**src/rtl/camera_pkg.sv**
```systemverilog
// camera_pkg: constants shared by the camera mode controller.
//   MODE_W        : width of a mode index.
//   cam_state_e   : controller FSM state encoding.
//   mode_width()  : active width of a mode index from the resolution table.
//   mode_height() : active height of a mode index from the resolution table.
package camera_pkg;

  localparam int MODE_W = 3;

  typedef enum logic [1:0] {
    ST_RST_ASSERT = 2'd0,
    ST_SETTLE     = 2'd1,
    ST_INIT       = 2'd2,
    ST_RUN        = 2'd3
  } cam_state_e;

  function automatic logic [15:0] mode_width(input logic [MODE_W-1:0] idx);
    logic [15:0] w;
    case (idx)
      3'd0:    w = 16'd640;
      3'd1:    w = 16'd800;
      3'd2:    w = 16'd1024;
      3'd3:    w = 16'd1280;
      3'd4:    w = 16'd320;
      3'd5:    w = 16'd1280;
      3'd6:    w = 16'd1600;
      3'd7:    w = 16'd1920;
      default: w = 16'd640;
    endcase
    return w;
  endfunction

  function automatic logic [15:0] mode_height(input logic [MODE_W-1:0] idx);
    logic [15:0] h;
    case (idx)
      3'd0:    h = 16'd480;
      3'd1:    h = 16'd600;
      3'd2:    h = 16'd768;
      3'd3:    h = 16'd720;
      3'd4:    h = 16'd240;
      3'd5:    h = 16'd960;
      3'd6:    h = 16'd1200;
      3'd7:    h = 16'd1080;
      default: h = 16'd480;
    endcase
    return h;
  endfunction

endpackage

```
**src/rtl/cam_mode_req.sv**
```systemverilog
// cam_mode_req: resolves user mode requests into a single reconfiguration strobe.
//   clk, rst          : clock, synchronous active-high reset.
//   mode_up/mode_down : step requests (both together cancel).
//   sel_valid/sel_mode: direct select, wins over steps; out-of-range targets ignored.
//   cfg_mode          : mode currently configured or running.
//   in_run            : controller is in RUN and can act on a request now.
//   target/strobe     : reconfigure to target (only asserted while in_run).
// Outside RUN requests collect in a one-deep pending slot (latest wins).
module cam_mode_req
  import camera_pkg::*;
#(
  parameter int MODE_NUM = 4
) (
  input  logic              clk,
  input  logic              rst,
  input  logic              mode_up,
  input  logic              mode_down,
  input  logic              sel_valid,
  input  logic [MODE_W-1:0] sel_mode,
  input  logic [MODE_W-1:0] cfg_mode,
  input  logic              in_run,
  output logic [MODE_W-1:0] target,
  output logic              strobe
);

  localparam logic [MODE_W-1:0] LAST_MODE = MODE_W'(MODE_NUM - 1);
  localparam logic [MODE_W:0]   MODE_LIM  = (MODE_W + 1)'(MODE_NUM);

  logic              pend_valid_r;
  logic [MODE_W-1:0] pend_mode_r;
  logic              pend_valid_s;
  logic [MODE_W-1:0] pend_mode_s;
  logic [MODE_W-1:0] base_s;
  logic              req_valid_s;
  logic [MODE_W-1:0] req_mode_s;
  logic              strobe_s;
  logic [MODE_W-1:0] target_s;

  // Decode this cycle's request; steps are relative to the newest known target.
  always_comb begin
    base_s      = pend_valid_r ? pend_mode_r : cfg_mode;
    req_valid_s = 1'b0;
    req_mode_s  = base_s;
    if (sel_valid) begin
      if ({1'b0, sel_mode} < MODE_LIM) begin
        req_valid_s = 1'b1;
        req_mode_s  = sel_mode;
      end else begin
        req_valid_s = 1'b0;
      end
    end else if (mode_up && !mode_down) begin
      req_valid_s = 1'b1;
      req_mode_s  = (base_s == LAST_MODE) ? {MODE_W{1'b0}} : base_s + MODE_W'(1);
    end else if (mode_down && !mode_up) begin
      req_valid_s = 1'b1;
      req_mode_s  = (base_s == {MODE_W{1'b0}}) ? LAST_MODE : base_s - MODE_W'(1);
    end else begin
      req_valid_s = 1'b0;
    end
  end

  // In RUN act on a fresh request, else on the pending one; outside RUN only latch.
  always_comb begin
    strobe_s     = 1'b0;
    target_s     = cfg_mode;
    pend_valid_s = pend_valid_r;
    pend_mode_s  = pend_mode_r;
    if (in_run) begin
      pend_valid_s = 1'b0;
      if (req_valid_s && (req_mode_s != cfg_mode)) begin
        strobe_s = 1'b1;
        target_s = req_mode_s;
      end else if (pend_valid_r && (pend_mode_r != cfg_mode)) begin
        strobe_s = 1'b1;
        target_s = pend_mode_r;
      end else begin
        strobe_s = 1'b0;
      end
    end else if (req_valid_s) begin
      pend_valid_s = 1'b1;
      pend_mode_s  = req_mode_s;
    end else begin
      pend_valid_s = pend_valid_r;
    end
  end

  // Pending slot register.
  always_ff @(posedge clk) begin
    if (rst) begin
      pend_valid_r <= 1'b0;
      pend_mode_r  <= {MODE_W{1'b0}};
    end else begin
      pend_valid_r <= pend_valid_s;
      pend_mode_r  <= pend_mode_s;
    end
  end

  assign target = target_s;
  assign strobe = strobe_s;

endmodule

```
**src/rtl/camera_mode_ctrl.sv**
```systemverilog
// camera_mode_ctrl: multi-mode camera bring-up sequencer.
//   clk, rst              : clock, synchronous active-high reset.
//   mode_up/mode_down     : step to next/previous mode (wrapping).
//   sel_valid/sel_mode    : direct mode select.
//   init_done             : SCCB loader finished (honoured only in INIT).
//   camera_rstn           : camera hard reset, active-low.
//   init_start            : one-cycle pulse starting the SCCB loader.
//   cfg_mode              : mode being configured or running.
//   x_lenth/y_lenth       : resolution of the running mode, valid while ready.
//   ready                 : high only in RUN.
//   init_err              : sticky init_done timeout flag.
// Build option CAMERA_MODE_CTRL_INIT_TIMEOUT_EN adds the INIT timeout; without
// it INIT waits forever and init_err is constant 0.
module camera_mode_ctrl
  import camera_pkg::*;
#(
  parameter int MODE_NUM       = 4,
  parameter int DW             = 16,
  parameter int RST_CYCLES     = 1000,
  parameter int SETTLE_CYCLES  = 20000,
  parameter int DEFAULT_MODE   = 0,
  parameter int TIMEOUT_CYCLES = 1000000
) (
  input  logic              clk,
  input  logic              rst,
  input  logic              mode_up,
  input  logic              mode_down,
  input  logic              sel_valid,
  input  logic [MODE_W-1:0] sel_mode,
  input  logic              init_done,
  output logic              camera_rstn,
  output logic              init_start,
  output logic [MODE_W-1:0] cfg_mode,
  output logic [DW-1:0]     x_lenth,
  output logic [DW-1:0]     y_lenth,
  output logic              ready,
  output logic              init_err
);

  // One shared interval counter; sized so the same register can also time INIT.
  localparam int CNT_MAX0 = (RST_CYCLES > SETTLE_CYCLES) ? RST_CYCLES : SETTLE_CYCLES;
  localparam int CNT_MAX  = (CNT_MAX0 > TIMEOUT_CYCLES) ? CNT_MAX0 : TIMEOUT_CYCLES;
  localparam int CNT_W    = $clog2(CNT_MAX + 1);

  cam_state_e        state_r, state_s;
  logic [CNT_W-1:0]  cnt_r, cnt_s;
  logic              camera_rstn_r, camera_rstn_s;
  logic              init_start_r, init_start_s;
  logic              ready_r, ready_s;
  logic [MODE_W-1:0] cfg_mode_r, cfg_mode_s;
  logic [DW-1:0]     x_lenth_r, y_lenth_r;
  logic              load_xy_s;
  logic              init_err_r, init_err_s;
  logic [MODE_W-1:0] req_target_s;
  logic              req_strobe_s;

  cam_mode_req #(.MODE_NUM(MODE_NUM)) u_req (
    .clk       (clk),
    .rst       (rst),
    .mode_up   (mode_up),
    .mode_down (mode_down),
    .sel_valid (sel_valid),
    .sel_mode  (sel_mode),
    .cfg_mode  (cfg_mode_r),
    .in_run    (state_r == ST_RUN),
    .target    (req_target_s),
    .strobe    (req_strobe_s)
  );

  // Next-state and next-output logic; every transition into RST_ASSERT drops camera_rstn on that edge.
  always_comb begin
    state_s       = state_r;
    cnt_s         = cnt_r;
    camera_rstn_s = camera_rstn_r;
    init_start_s  = 1'b0;
    ready_s       = ready_r;
    cfg_mode_s    = cfg_mode_r;
    load_xy_s     = 1'b0;
    init_err_s    = init_err_r;
    case (state_r)
      ST_RST_ASSERT: begin
        camera_rstn_s = 1'b0;
        ready_s       = 1'b0;
        if (cnt_r == CNT_W'(RST_CYCLES - 1)) begin
          state_s       = ST_SETTLE;
          cnt_s         = {CNT_W{1'b0}};
          camera_rstn_s = 1'b1;
        end else begin
          cnt_s = cnt_r + CNT_W'(1);
        end
      end
      ST_SETTLE: begin
        if (cnt_r == CNT_W'(SETTLE_CYCLES - 1)) begin
          state_s      = ST_INIT;
          cnt_s        = {CNT_W{1'b0}};
          init_start_s = 1'b1;
        end else begin
          cnt_s = cnt_r + CNT_W'(1);
        end
      end
      ST_INIT: begin
        if (init_done) begin
          state_s   = ST_RUN;
          cnt_s     = {CNT_W{1'b0}};
          ready_s   = 1'b1;
          load_xy_s = 1'b1;
        end else begin
`ifdef CAMERA_MODE_CTRL_INIT_TIMEOUT_EN
          if (cnt_r == CNT_W'(TIMEOUT_CYCLES - 1)) begin
            state_s       = ST_RST_ASSERT;
            cnt_s         = {CNT_W{1'b0}};
            camera_rstn_s = 1'b0;
            init_err_s    = 1'b1;
          end else begin
            cnt_s = cnt_r + CNT_W'(1);
          end
`else
          cnt_s = cnt_r;
`endif
        end
      end
      ST_RUN: begin
        if (req_strobe_s) begin
          state_s       = ST_RST_ASSERT;
          cnt_s         = {CNT_W{1'b0}};
          camera_rstn_s = 1'b0;
          ready_s       = 1'b0;
          cfg_mode_s    = req_target_s;
        end else begin
          ready_s = 1'b1;
        end
      end
      default: begin
        state_s       = ST_RST_ASSERT;
        cnt_s         = {CNT_W{1'b0}};
        camera_rstn_s = 1'b0;
        ready_s       = 1'b0;
      end
    endcase
  end

  // State, counter and registered outputs; x/y only change on RUN entry.
  always_ff @(posedge clk) begin
    if (rst) begin
      state_r       <= ST_RST_ASSERT;
      cnt_r         <= {CNT_W{1'b0}};
      camera_rstn_r <= 1'b0;
      init_start_r  <= 1'b0;
      ready_r       <= 1'b0;
      cfg_mode_r    <= MODE_W'(DEFAULT_MODE);
      x_lenth_r     <= {DW{1'b0}};
      y_lenth_r     <= {DW{1'b0}};
      init_err_r    <= 1'b0;
    end else begin
      state_r       <= state_s;
      cnt_r         <= cnt_s;
      camera_rstn_r <= camera_rstn_s;
      init_start_r  <= init_start_s;
      ready_r       <= ready_s;
      cfg_mode_r    <= cfg_mode_s;
      init_err_r    <= init_err_s;
      if (load_xy_s) begin
        x_lenth_r <= DW'(mode_width(cfg_mode_r));
        y_lenth_r <= DW'(mode_height(cfg_mode_r));
      end else begin
        x_lenth_r <= x_lenth_r;
        y_lenth_r <= y_lenth_r;
      end
    end
  end

  assign camera_rstn = camera_rstn_r;
  assign init_start  = init_start_r;
  assign ready       = ready_r;
  assign cfg_mode    = cfg_mode_r;
  assign x_lenth     = x_lenth_r;
  assign y_lenth     = y_lenth_r;
`ifdef CAMERA_MODE_CTRL_INIT_TIMEOUT_EN
  assign init_err    = init_err_r;
`else
  assign init_err    = 1'b0;
`endif

endmodule

```
**config.mk**
```make
export PLATFORM = sky130hd
export DESIGN_NAME = camera_mode_ctrl
export DESIGN_NICKNAME = d
export VERILOG_FILES = /design/src/rtl/camera_pkg.sv /design/src/rtl/cam_mode_req.sv /design/src/rtl/camera_mode_ctrl.sv
export SDC_FILE = /design/constraint.sdc
export NUM_CORES = 1
export LEC_CHECK = 0
export CORE_MARGIN = 3
export CORE_UTILIZATION = 55
export DETAILED_ROUTE_END_ITERATION = 10
export GPL_TIMING_DRIVEN = 0
export PLACE_DENSITY = 0.82
export SLEW_MARGIN = 20
export SYNTH_ARGS = -nofsm -noshare
export SYNTH_HDL_FRONTEND = slang
export SYNTH_SLANG_ARGS = --single-unit
```
**constraint.sdc**
```tcl
create_clock -name clk -period 7.48 [get_ports clk]
set_input_delay 1.122 -clock clk [delete_from_list [all_inputs] [get_ports clk]]
set_output_delay 1.122 -clock clk [all_outputs]
set_load 0.005 [all_outputs]
```
==> summary.md, run 1 <==
| Metric | Value |
|---|---|
| Status | completed |
| Num rows | 25 |
| Vias in the first global route | between 2000 and 2500 |
| Met2 Use GR | 0.368 |
| Largest net degree at the start of global routing | 14 |
| DRC violations left | 0 |
| Synth area leader | dfxtp_1 |
| CP max FO | 10 |
| Synth Area per Inst | 8.27 um2 |
| Storage cell area | 921 um2 |
| Final Net Count | around 420 |
| Cell family with most CP delay | compound AO/OA/AOI/OAI gates |
| Placer's final routability congestion estimate | between 0.8 and 0.9 |
| Synth Register Bits | 46 |
| Number of antenna diodes | 0 |
| CTS hold repair buffers | 0 |
| Skew-Pair Late Insertion Delay | 0.29 ns |
| Final instance area | 3330 um2 |
| DRT iter0 DRCs | 124 |
| Max Buffers Root-to-Sink | 2 |
| PortBufs | 28 |
| First-pass GRT wire length | 10300 um |
| Yosys cell types | 55 |
| Top Usage Layer GRT | met2 |
| Die X | 77.4 um |
| Worst endpoint required time | 7.65 ns |
| Total negative setup slack | 0 ns |
| Initial core utilization | 0.582 |
| Area post-placement | between 3000 and 4000 um2 |
| Worst setup EP type | flip-flop |
| Peak VDD IR | 0.000128 V |
| Clock Tree Root | clkbuf_8 |
| Ys async rst share | 0 |
| Routed length per instance | 13.1 um |
| Unrepaired setup endpoints after global routing | false |
| TritonCTS clock tree | done |
| Vias per cell | roughly 5.4 |
| Leak pwr | roughly 1.3 nW |
| Synth area leaders | dfxtp_1, ha_1, buf_4, nor2_1, a21oi_1 |
| Synthesized cell area | 2800 um2 |
| Htree depth | 2 |
| GRT overflow | 0 |
| CTS Buf Count | 5 |
| Max_cap viols | 0 |
| Global Route met1 Usage | 0.252 |
| Total track usage | 0.205 |
| Clk_skew | 0.00546 ns |
| Area of the multi-input gates | 1680 um2 |
| Total of fill cells in the finished design | between 400 and 500 |
| Hold Crit Class | flip-flop to flip-flop |
| Fmax | 0.263 GHz |
| Setup ws final | 3.68 ns |
| Sequential area share after synthesis | 0.328 |
| Initial DRT Pass Iterations | 4 |
| CTS-repair resized insts | 0 |
| Postcts setup bufs | 0 |
| Power per cell area | 152 nW/um2 |
| Post-synthesis cell count | 339 |
| Synth Flop Type | dfxtp_1 |
| Max incr delay on CP | 0.49 ns |
| CP max-delay cell | clkdlybuf4s50_1 |
| Std-Cell Core Area | 4820 um2 |
| Yosys warnings | 0 |
| Commonest non-fill, non-tap cells in the layout | dfxtp_1, nor2_1, nand2_1 |
| Post-synth EDFFs | 0 |
| Startpoint types | input pin |
| Clock tree sinks | 46 |
| Final period util | 0.508 |
| Final ANT Viol Nets | 0 |
| Setup CP Type | input pin to flip-flop |
| Area share of the largest cell type after synthesis | 0.328 |
| Worst EP arrival | 3.97 ns |
| Tmin final | roughly 3.8 ns |
| Hold Fails Final Rpt | 0 |
| Met3 Usage GRT | 0.0371 |
| Layout cells sized above 1 | 0.104 |
| Most common cell after layout, fill and taps aside | dfxtp_1 |
| Worst hold slack | between 0.4 and 0.5 ns |
| Final core occ | 0.691 |
| Full die area | 5990 um2 |
| Ports | 48 |
| DP Worst Slack | approximately 3.3 ns |
| Critical path cell sequence | clkdlybuf4s50_1, inv_1, ha_1, or3_1, a21oi_1, o21ai_0, and4_1, a21oi_4, o21ai_2, o21ai_1, clkbuf_1, nor2_1 |
| Slew Limit Fails | 0 |
| Antenna violations before repair | 0 |
| Dpl hpwl | 4460 um |
| Measured slew at the worst slew-check pin | 0.556 ns |
| Syn-to-layout area delta | 18.7% |
| Setup Viol. Count Final | 0 |
| CP bufs+invs | 3 |
| Die height | about 77 um |
| Clk slew on worst S/H paths | 0.08 ns |
| Vias post-DR | around 2500 |
| Worst slew margin | 0.625 |
| Final wirelength | 6020 um |
## cells by family (layout without fill, tap and decap cells)
kind of cell,after synthesis,after routing,synth area share
adders and majority gates,18,18,0.0803
DFF,46,46,0.328
buffers and inverters,50,86,0.0968
xor gates and xnor gates,15,15,0.0469
and+or+nand+nor,118,118,0.208
AOI/OAI and AO/OA,82,82,0.199
muxes,9,9,0.0384
other,1,19,0.00134
## where the power goes
group | total, mW | switching [mW] | internal, mW
Sequential | 0.261 | 0.00800 | 0.253
Clock | 0.154 | 0.0795 | 0.0746
Combinational | 0.0919 | 0.0509 | 0.0410
Total | 0.507 | 0.138 | 0.369
## worst min-delay path, stage by stage, from the launching register on
cell     delay [ns]
dfxtp_1        0.31
nand2_1        0.05
a21oi_1        0.05
## stage by stage
step           instances  power (mW)
2_1_floorplan        357       0.335
5_1_grt              460       0.530
3_5_place_dp         452       0.358
4_1_cts              460       0.509
6_report             460       0.507
3_3_place_gp         452       0.355
## path summary, 6_finish.rpt
kind                             startpoint    endpoint  slack [ns]  cells past startpoint
worst max-delay path                mode_up    cnt_r[0]        3.68                     12
worst min-delay path             y_lenth[7]  y_lenth[7]        0.46                      2
worst max register to register  cfg_mode[1]    cnt_r[0]        4.22                     13
worst min register to register   y_lenth[7]  y_lenth[7]        0.46                      2
## state kept, by name (all words and copies together) (netlist names)
register	cells
cfg_mode	3
y_lenth	8
ready	1
cnt_r	20
init_start	1
state_r	2
x_lenth	6
u_req.pend_valid_r	1
camera_rstn	1
u_req.pend_mode_r	3
## synthesized netlist by cell type (all sizes together) (5+ instances only)
library cell and number:
dfxtp 46, nor2 35, nand2 30, a21oi 28, buf 25, ha 18, o21ai 17, inv 14
xor2 14, clkbuf 11, a211oi 8, mux2i 8, and3 7, o211ai 7, nand2b 6, nor3 6
or3 6, and2 5
## final cells by class
cell class | count | area share
Clock buffer | 7 | 0.0259
Multi-Input combinational cell | 261 | 0.505
Tap cell | 67 | 0.0252
Buffer | 36 | 0.0658
Timing Repair Buffer | 28 | 0.0842
Clock inverter | 1 | 0.00150
Inverter | 14 | 0.0158
Sequential cell | 46 | 0.277
## routing by layer
| metal | part of all wire | vias up |
|---|---|---|
| li1 | - | 1253 |
| met1 | 0.45 | 1164 |
| met2 | 0.50 | 52 |
| met3 | 0.036 | 8 |
| met4 | 0.012 | 0 |
| met5 | 0 | - |
No activity file was read; power rests on OpenSTA's default activity.
==> run 2, diff against run 1 <==
--- a/config.mk
+++ b/config.mk
@@ -6,10 +6,10 @@
 export NUM_CORES = 1
 export LEC_CHECK = 0
 export CORE_MARGIN = 3
-export CORE_UTILIZATION = 55
+export CORE_UTILIZATION = 53
 export DETAILED_ROUTE_END_ITERATION = 10
 export GPL_TIMING_DRIVEN = 0
-export PLACE_DENSITY = 0.82
+export PLACE_DENSITY = 0.8
 export SLEW_MARGIN = 20
 export SYNTH_ARGS = -nofsm -noshare
 export SYNTH_HDL_FRONTEND = slang
==> constraint.sdc (replaced) <==
create_clock -name clk -period 3.8 [get_ports clk]
set_input_delay 0.57 -clock clk [delete_from_list [all_inputs] [get_ports clk]]
set_output_delay 0.57 -clock clk [all_outputs]
set_load 0.005 [all_outputs]
==> run 2 against run 1 <==
Sequential share of layout area is 0.073 points higher. Critical endpoint is now cnt_r[3]. Sequential cell count unchanged. Critical path depth is 1 higher. First-iteration DRC count down 28%. Clock-buffer cell count fell by 1. Die area grew 3.5%. Design area is 0.26% lower. Routed wire length shrank 1.2%. Non-clock buffer count is the same. Hold slack worse by 0.0063 ns.
==> summary.md, run 2 (same netlist as run 1, synthesis figures left out) <==
| Metric | Value |
|---|---|
| Initial DRT Pass Iterations | 4 |
| Max reg flops | 20 |
| Commonest non-fill, non-tap cells in the layout | dfxtp_1, nor2_1, nand2_1 |
| Worst setup EP type | flip-flop |
| Routed length per instance | 13.0 um |
| Biggest register | cnt_r |
| Measured slew at the worst slew-check pin | 0.598 ns |
| Largest net degree at the start of global routing | 13 |
| Initial core utilization | 0.571 |
| Full die area | 6200 um2 |
| Critical path cell sequence | buf_2, mux2i_1, inv_2, ha_1, a21oi_1, a21boi_1, or3_1, and4_1, a21oi_4, o21ai_2, o21ai_1, clkbuf_1, nor2_1 |
| Vias per cell | about 5.4 |
| PortBufs | 28 |
| Ports | 48 |
| Unrepaired setup endpoints after global routing | false |
| First-pass GRT wire length | 10100 um |
| Final period util | 0.856 |
| Die X | 78.7 um |
| Power per cell area | 296 nW/um2 |
| Clock Tree Root | clkbuf_8 |
| Leak pwr | 1.33 nW |
| CP max-delay cell | clkbuf_1 |
| Hold Crit Class | flip-flop to flip-flop |
| Htree depth | 2 |
| Startpoint types | flip-flop |
| CTS hold repair buffers | 0 |
| TritonCTS clock tree | done |
| Status | completed |
| Final Net Count | 419 |
| Placer's final routability congestion estimate | 0.874 |
| Clock tree sinks | 46 |
| Final wirelength | 5940 um |
| Most common cell after layout, fill and taps aside | dfxtp_1 |
| Max incr delay on CP | 0.39 ns |
| Dpl hpwl | 4460 um |
| Worst EP arrival | 3.41 ns |
| CTS-repair resized insts | 0 |
| CTS Buf Count | 5 |
| Max Buffers Root-to-Sink | 2 |
| Vias post-DR | 2462 |
| Total negative setup slack | 0 ns |
| GRT overflow | 0 |
| Peak VDD IR | 0.000238 V |
| Setup Viol. Count Final | 0 |
| Number of antenna diodes | 0 |
| Area post-placement | 3240 um2 |
| Clk slew on worst S/H paths | approximately 0.080 ns |
| Final core occ | 0.676 |
| Tmin final | between 3 and 4 ns |
| DRT iter0 DRCs | 89 |
| Num rows | 25 |
| Skew-Pair Late Insertion Delay | 0.28 ns |
| Clk_skew | between 0.003 and 0.004 ns |
| Setup CP Type | flip-flop to flip-flop |
| Worst slew margin | 0.597 |
| Antenna violations before repair | 0 |
| Syn-to-layout area delta | 18.3% |
| Postcts setup bufs | 0 |
| Final ANT Viol Nets | 0 |
| Max_cap viols | 0 |
| Final instance area | approximately 3300 um2 |
| Std-Cell Core Area | 4910 um2 |
| CP max FO | 10 |
| Layout cells sized above 1 | 0.102 |
| Fmax | around 0.31 GHz |
| DRC violations left | 0 |
| Hold Fails Final Rpt | 0 |
| Worst endpoint required time | 3.96 ns |
| Slew Limit Fails | 0 |
| Die height | ~79 um |
| Total track usage | 0.199 |
| Total of fill cells in the finished design | 431 |
| Vias in the first global route | 2315 |
## run 2: cell types whose count changed in the layout (fill, tap and decap cells not counted), sizes merged
cell    previous run  this run
clkbuf            18        17
clkinv             1         0
## run 2: where the power goes
group / switching (mW) / internal [mW] / leakage (nW) / total (mW)
combinational: 0.100 / 0.0809 / 0.914 / 0.181
sequential: 0.0160 / 0.498 / 0.372 / 0.514
clock: 0.146 / 0.140 / 0.0431 / 0.287
total: 0.262 / 0.719 / 1.33 / 0.982
## run 2: worst max-delay path, delay by kind of cell, from the launching register on
family | cells | cell delay, ns
AO/OA/AOI/OAI | 5 | 0.91
flip-flops | 1 | 0.38
AND/OR/NAND/NOR | 3 | 0.70
buffers and inverters | 3 | 0.69
adder cells (fa/ha/maj) | 1 | 0.20
multiplexers | 1 | 0.23
## run 2: worst paths after layout
| kind | startpoint | endpoint | slack [ns] | cells after the start |
|---|---|---|---|---|
| min | y_lenth[7] | y_lenth[7] | 0.45 | 2 |
| min reg2reg | y_lenth[7] | y_lenth[7] | 0.45 | 2 |
| max | cfg_mode[1] | cnt_r[3] | 0.55 | 13 |
| max reg2reg | cfg_mode[1] | cnt_r[3] | 0.55 | 13 |
## run 2: cell type report
| type | instances | area (um2) | area share |
|---|---|---|---|
| Clock buffer | 6 | 82.6 | 0.0249 |
| Tap cell | 67 | 83.8 | 0.0253 |
| Sequential cell | 46 | 921 | 0.278 |
| Buffer | 36 | 219 | 0.0660 |
| Inverter | 14 | 52.6 | 0.0158 |
| Timing Repair Buffer | 28 | 280 | 0.0845 |
| Multi-Input combinational cell | 261 | 1680 | 0.506 |
## run 2: metrics by stage
| stage | hold slack, ns | instances | power (mW) | setup slack [ns] |
|---|---|---|---|---|
| 6_report | 0.452 | 458 | 0.982 | 0.547 |
| 3_5_place_dp | 0.445 | 452 | 0.705 | 0.260 |
| 2_1_floorplan | 0.448 | 357 | 0.659 | 0.985 |
| 3_3_place_gp | 0.439 | 452 | 0.698 | 0.323 |
| 4_1_cts | 0.456 | 458 | 0.990 | 0.550 |
| 5_1_grt | 0.480 | 458 | 1.04 | 0.221 |
## run 2: metal layers
metal,track usage,routed length (um),part of all wire,vias up
met5,0,0,0,-
met2,0.372,2990,0.50,61
met3,0.0351,290,0.049,4
li1,-,-,-,1260
met1,0.234,2630,0.44,1137
met4,0.0472,35,0.0059,0
==> run 3, diff against run 2 <==
==> constraint.sdc (replaced) <==
create_clock -name clk -period 3.41 [get_ports clk]
set_input_delay 0.5115 -clock clk [delete_from_list [all_inputs] [get_ports clk]]
set_output_delay 0.5115 -clock clk [all_outputs]
set_load 0.005 [all_outputs]
==> run 3 against run 2 <==
Non-clock buffer count up 2. Critical path type unchanged. Register-to-register slack got worse by 0.29 ns. Via count rose by 1.1%. Critical path depth decreased by 1. Sequential share of layout area shrank 0.18 points. Global-route usage unchanged. Core utilization grew 0.43 points. Clock-buffer cell count unchanged. Clock power rose by 12%. Power is 12% higher. Sequential power increased by 11%. Hold slack is essentially flat.
==> summary.md, run 3 (same netlist as run 1, synthesis figures left out) <==
| Metric | Value |
|---|---|
| Max_cap viols | 0 |
| Startpoint types | flip-flop |
| Measured slew at the worst slew-check pin | 0.590 ns |
| Unrepaired setup endpoints after global routing | false |
| Max incr delay on CP | 0.51 ns |
| Layout cells sized above 1 | 0.115 |
| Cell depth of the worst setup path | 12 |
| Clock tree sinks | 46 |
| GRT overflow | 0 |
| Hold Crit Class | flip-flop to flip-flop |
| Full die area | 6200 um2 |
| Biggest register | cnt_r |
| Vias per cell | 5.41 |
| Worst hold start | y_lenth[7] |
| Max reg flops | 20 |
| Critical path cell sequence | buf_2, mux2i_1, inv_2, ha_1, a21oi_1, a21boi_1, or3_1, and4_1, a21oi_4, o21ai_2, or4_1, a21oi_1 |
| Final wirelength | 5960 um |
| Final Net Count | 421 |
| Clk slew on worst S/H paths | 0.08 ns |
| Total of fill cells in the finished design | 429 |
| Initial DRT Pass Iterations | 4 |
| Vias post-DR | between 2000 and 2500 |
| Placer's final routability congestion estimate | 0.874 |
| CP bufs+invs | 2 |
| Total negative setup slack | 0 ns |
| R2R Setup Slk | 0.25 ns |
| Tmin final | about 3.2 ns |
| Syn-to-layout area delta | 19.1% |
| Final period util | 0.925 |
| Std-Cell Core Area | 4910 um2 |
| Ports | 48 |
| Skew-Pair Late Insertion Delay | 0.29 ns |
| Area post-placement | about 3200 um2 |
| First-pass GRT wire length | between 10000 and 15000 um |
| Most common cell after layout, fill and taps aside | dfxtp_1 |
| Clk_skew | approximately 0.0036 ns |
| Power per cell area | 330 nW/um2 |
| Final instance area | 3340 um2 |
| Antenna violations before repair | 0 |
| DRT iter0 DRCs | 83 |
| Hold EP | y_lenth[7] |
| Total track usage | 0.199 |
| DRC violations left | 0 |
| Largest net degree at the start of global routing | 13 |
| Worst setup EP type | flip-flop |
| Worst EP arrival | between 3 and 4 ns |
| Dpl hpwl | 4460 um |
| Worst endpoint required time | 3.63 ns |
| Fmax | about 0.32 GHz |
| CTS hold repair buffers | 0 |
| CP max FO | 9 |
| Setup Viol. Count Final | 0 |
| Routed length per instance | 13.0 um |
| Final ANT Viol Nets | 0 |
| TritonCTS clock tree | done |
| Num rows | 25 |
| Hold Fails Final Rpt | 0 |
| Slew Limit Fails | 0 |
| Number of antenna diodes | 0 |
| Die height | 78.7 um |
| Reg2reg start | cfg_mode[1] |
| Die X | 78.7 um |
| Status | completed |
| Vias in the first global route | 2315 |
| CTS Buf Count | 5 |
| Hold-critical path depth | 2 |
| Htree depth | 2 |
| Cell family with most CP delay | simple AND/OR/NAND/NOR gates |
| CP max-delay cell | or4_1 |
| Commonest non-fill, non-tap cells in the layout | dfxtp_1, nor2_1, nand2_1 |
| Leak pwr | 1.34 nW |
| Most used cell along the critical path | a21oi_1 |
| Worst slew margin | 0.602 |
| Peak VDD IR | 0.000266 V |
| Max Buffers Root-to-Sink | 2 |
| PortBufs | 28 |
| Initial core utilization | 0.571 |
| Clock Tree Root | clkbuf_8 |
| R2R Path End | cnt_r[13] |
| R2R depth | 12 |
| Setup CP Type | flip-flop to flip-flop |
[run 3: per-stage QoR]
stage	power (mW)	cells	worst slack (ns)	util	hold slack, ns
after floorplan	0.734	357	0.595	-	0.448
after global placement	0.778	452	-0.00803	0.659	0.439
after detailed placement	0.786	452	-0.0718	0.659	0.445
after CTS	1.10	458	0.160	0.676	0.456
after global routing	1.16	460	0.0114	0.680	0.480
final	1.10	460	0.255	0.680	0.452
[run 3: power breakdown]
group / switching, mW / total, mW / internal, mW / leakage [nW]
logic: 0.113 / 0.208 / 0.0950 / 0.930
clock network: 0.165 / 0.321 / 0.156 / 0.0431
registers: 0.0182 / 0.573 / 0.555 / 0.372
[run 3: worst max-delay path by stage]
| stage | from | endpoint | slack [ns] |
|---|---|---|---|
| after global placement | mode_up | cnt_r[3] | -0.008 |
| after floorplan | cfg_mode[1] | cnt_r[15] | 0.60 |
| after global routing | cfg_mode[1] | cnt_r[19] | 0.01 |
| after detailed placement | mode_up | cnt_r[3] | -0.07 |
| final | cfg_mode[1] | cnt_r[13] | 0.25 |
| after CTS | cfg_mode[1] | cnt_r[3] | 0.16 |
[run 3: metal layers]
layer | share of wire | vias up | GRT usage
li1 | - | 1266 | -
met1 | 0.43 | 1152 | 0.234
met3 | 0.048 | 4 | 0.0351
met4 | 0.0059 | 0 | 0.0472
met2 | 0.51 | 67 | 0.372
met5 | 0 | - | 0
[run 3: what timing repair did]
action	in CTS	in global routing
gates resized for setup	0	5
endpoints found under the hold margin	0	0
buffers inserted	0	2
setup endpoints to repair	0	20
[run 3: area by class of cell]
cell class	count	area (um2)	area share
multi-input combinational	261	1680	0.504
inverter	14	52.6	0.0157
tap	67	83.8	0.0251
buffer	36	221	0.0663
sequential	46	921	0.276
timing repair buffer	30	295	0.0884
clock buffer	6	82.6	0.0247
[run 3: worst reg2reg max path: stages (launching register included)]
cell      delay [ns]
dfxtp_1         0.38
buf_2           0.21
mux2i_1         0.24
inv_2           0.09
ha_1            0.20
a21oi_1         0.14
a21boi_1        0.11
or3_1           0.35
and4_1          0.25
a21oi_4         0.27
o21ai_2         0.17
or4_1           0.51
a21oi_1         0.16
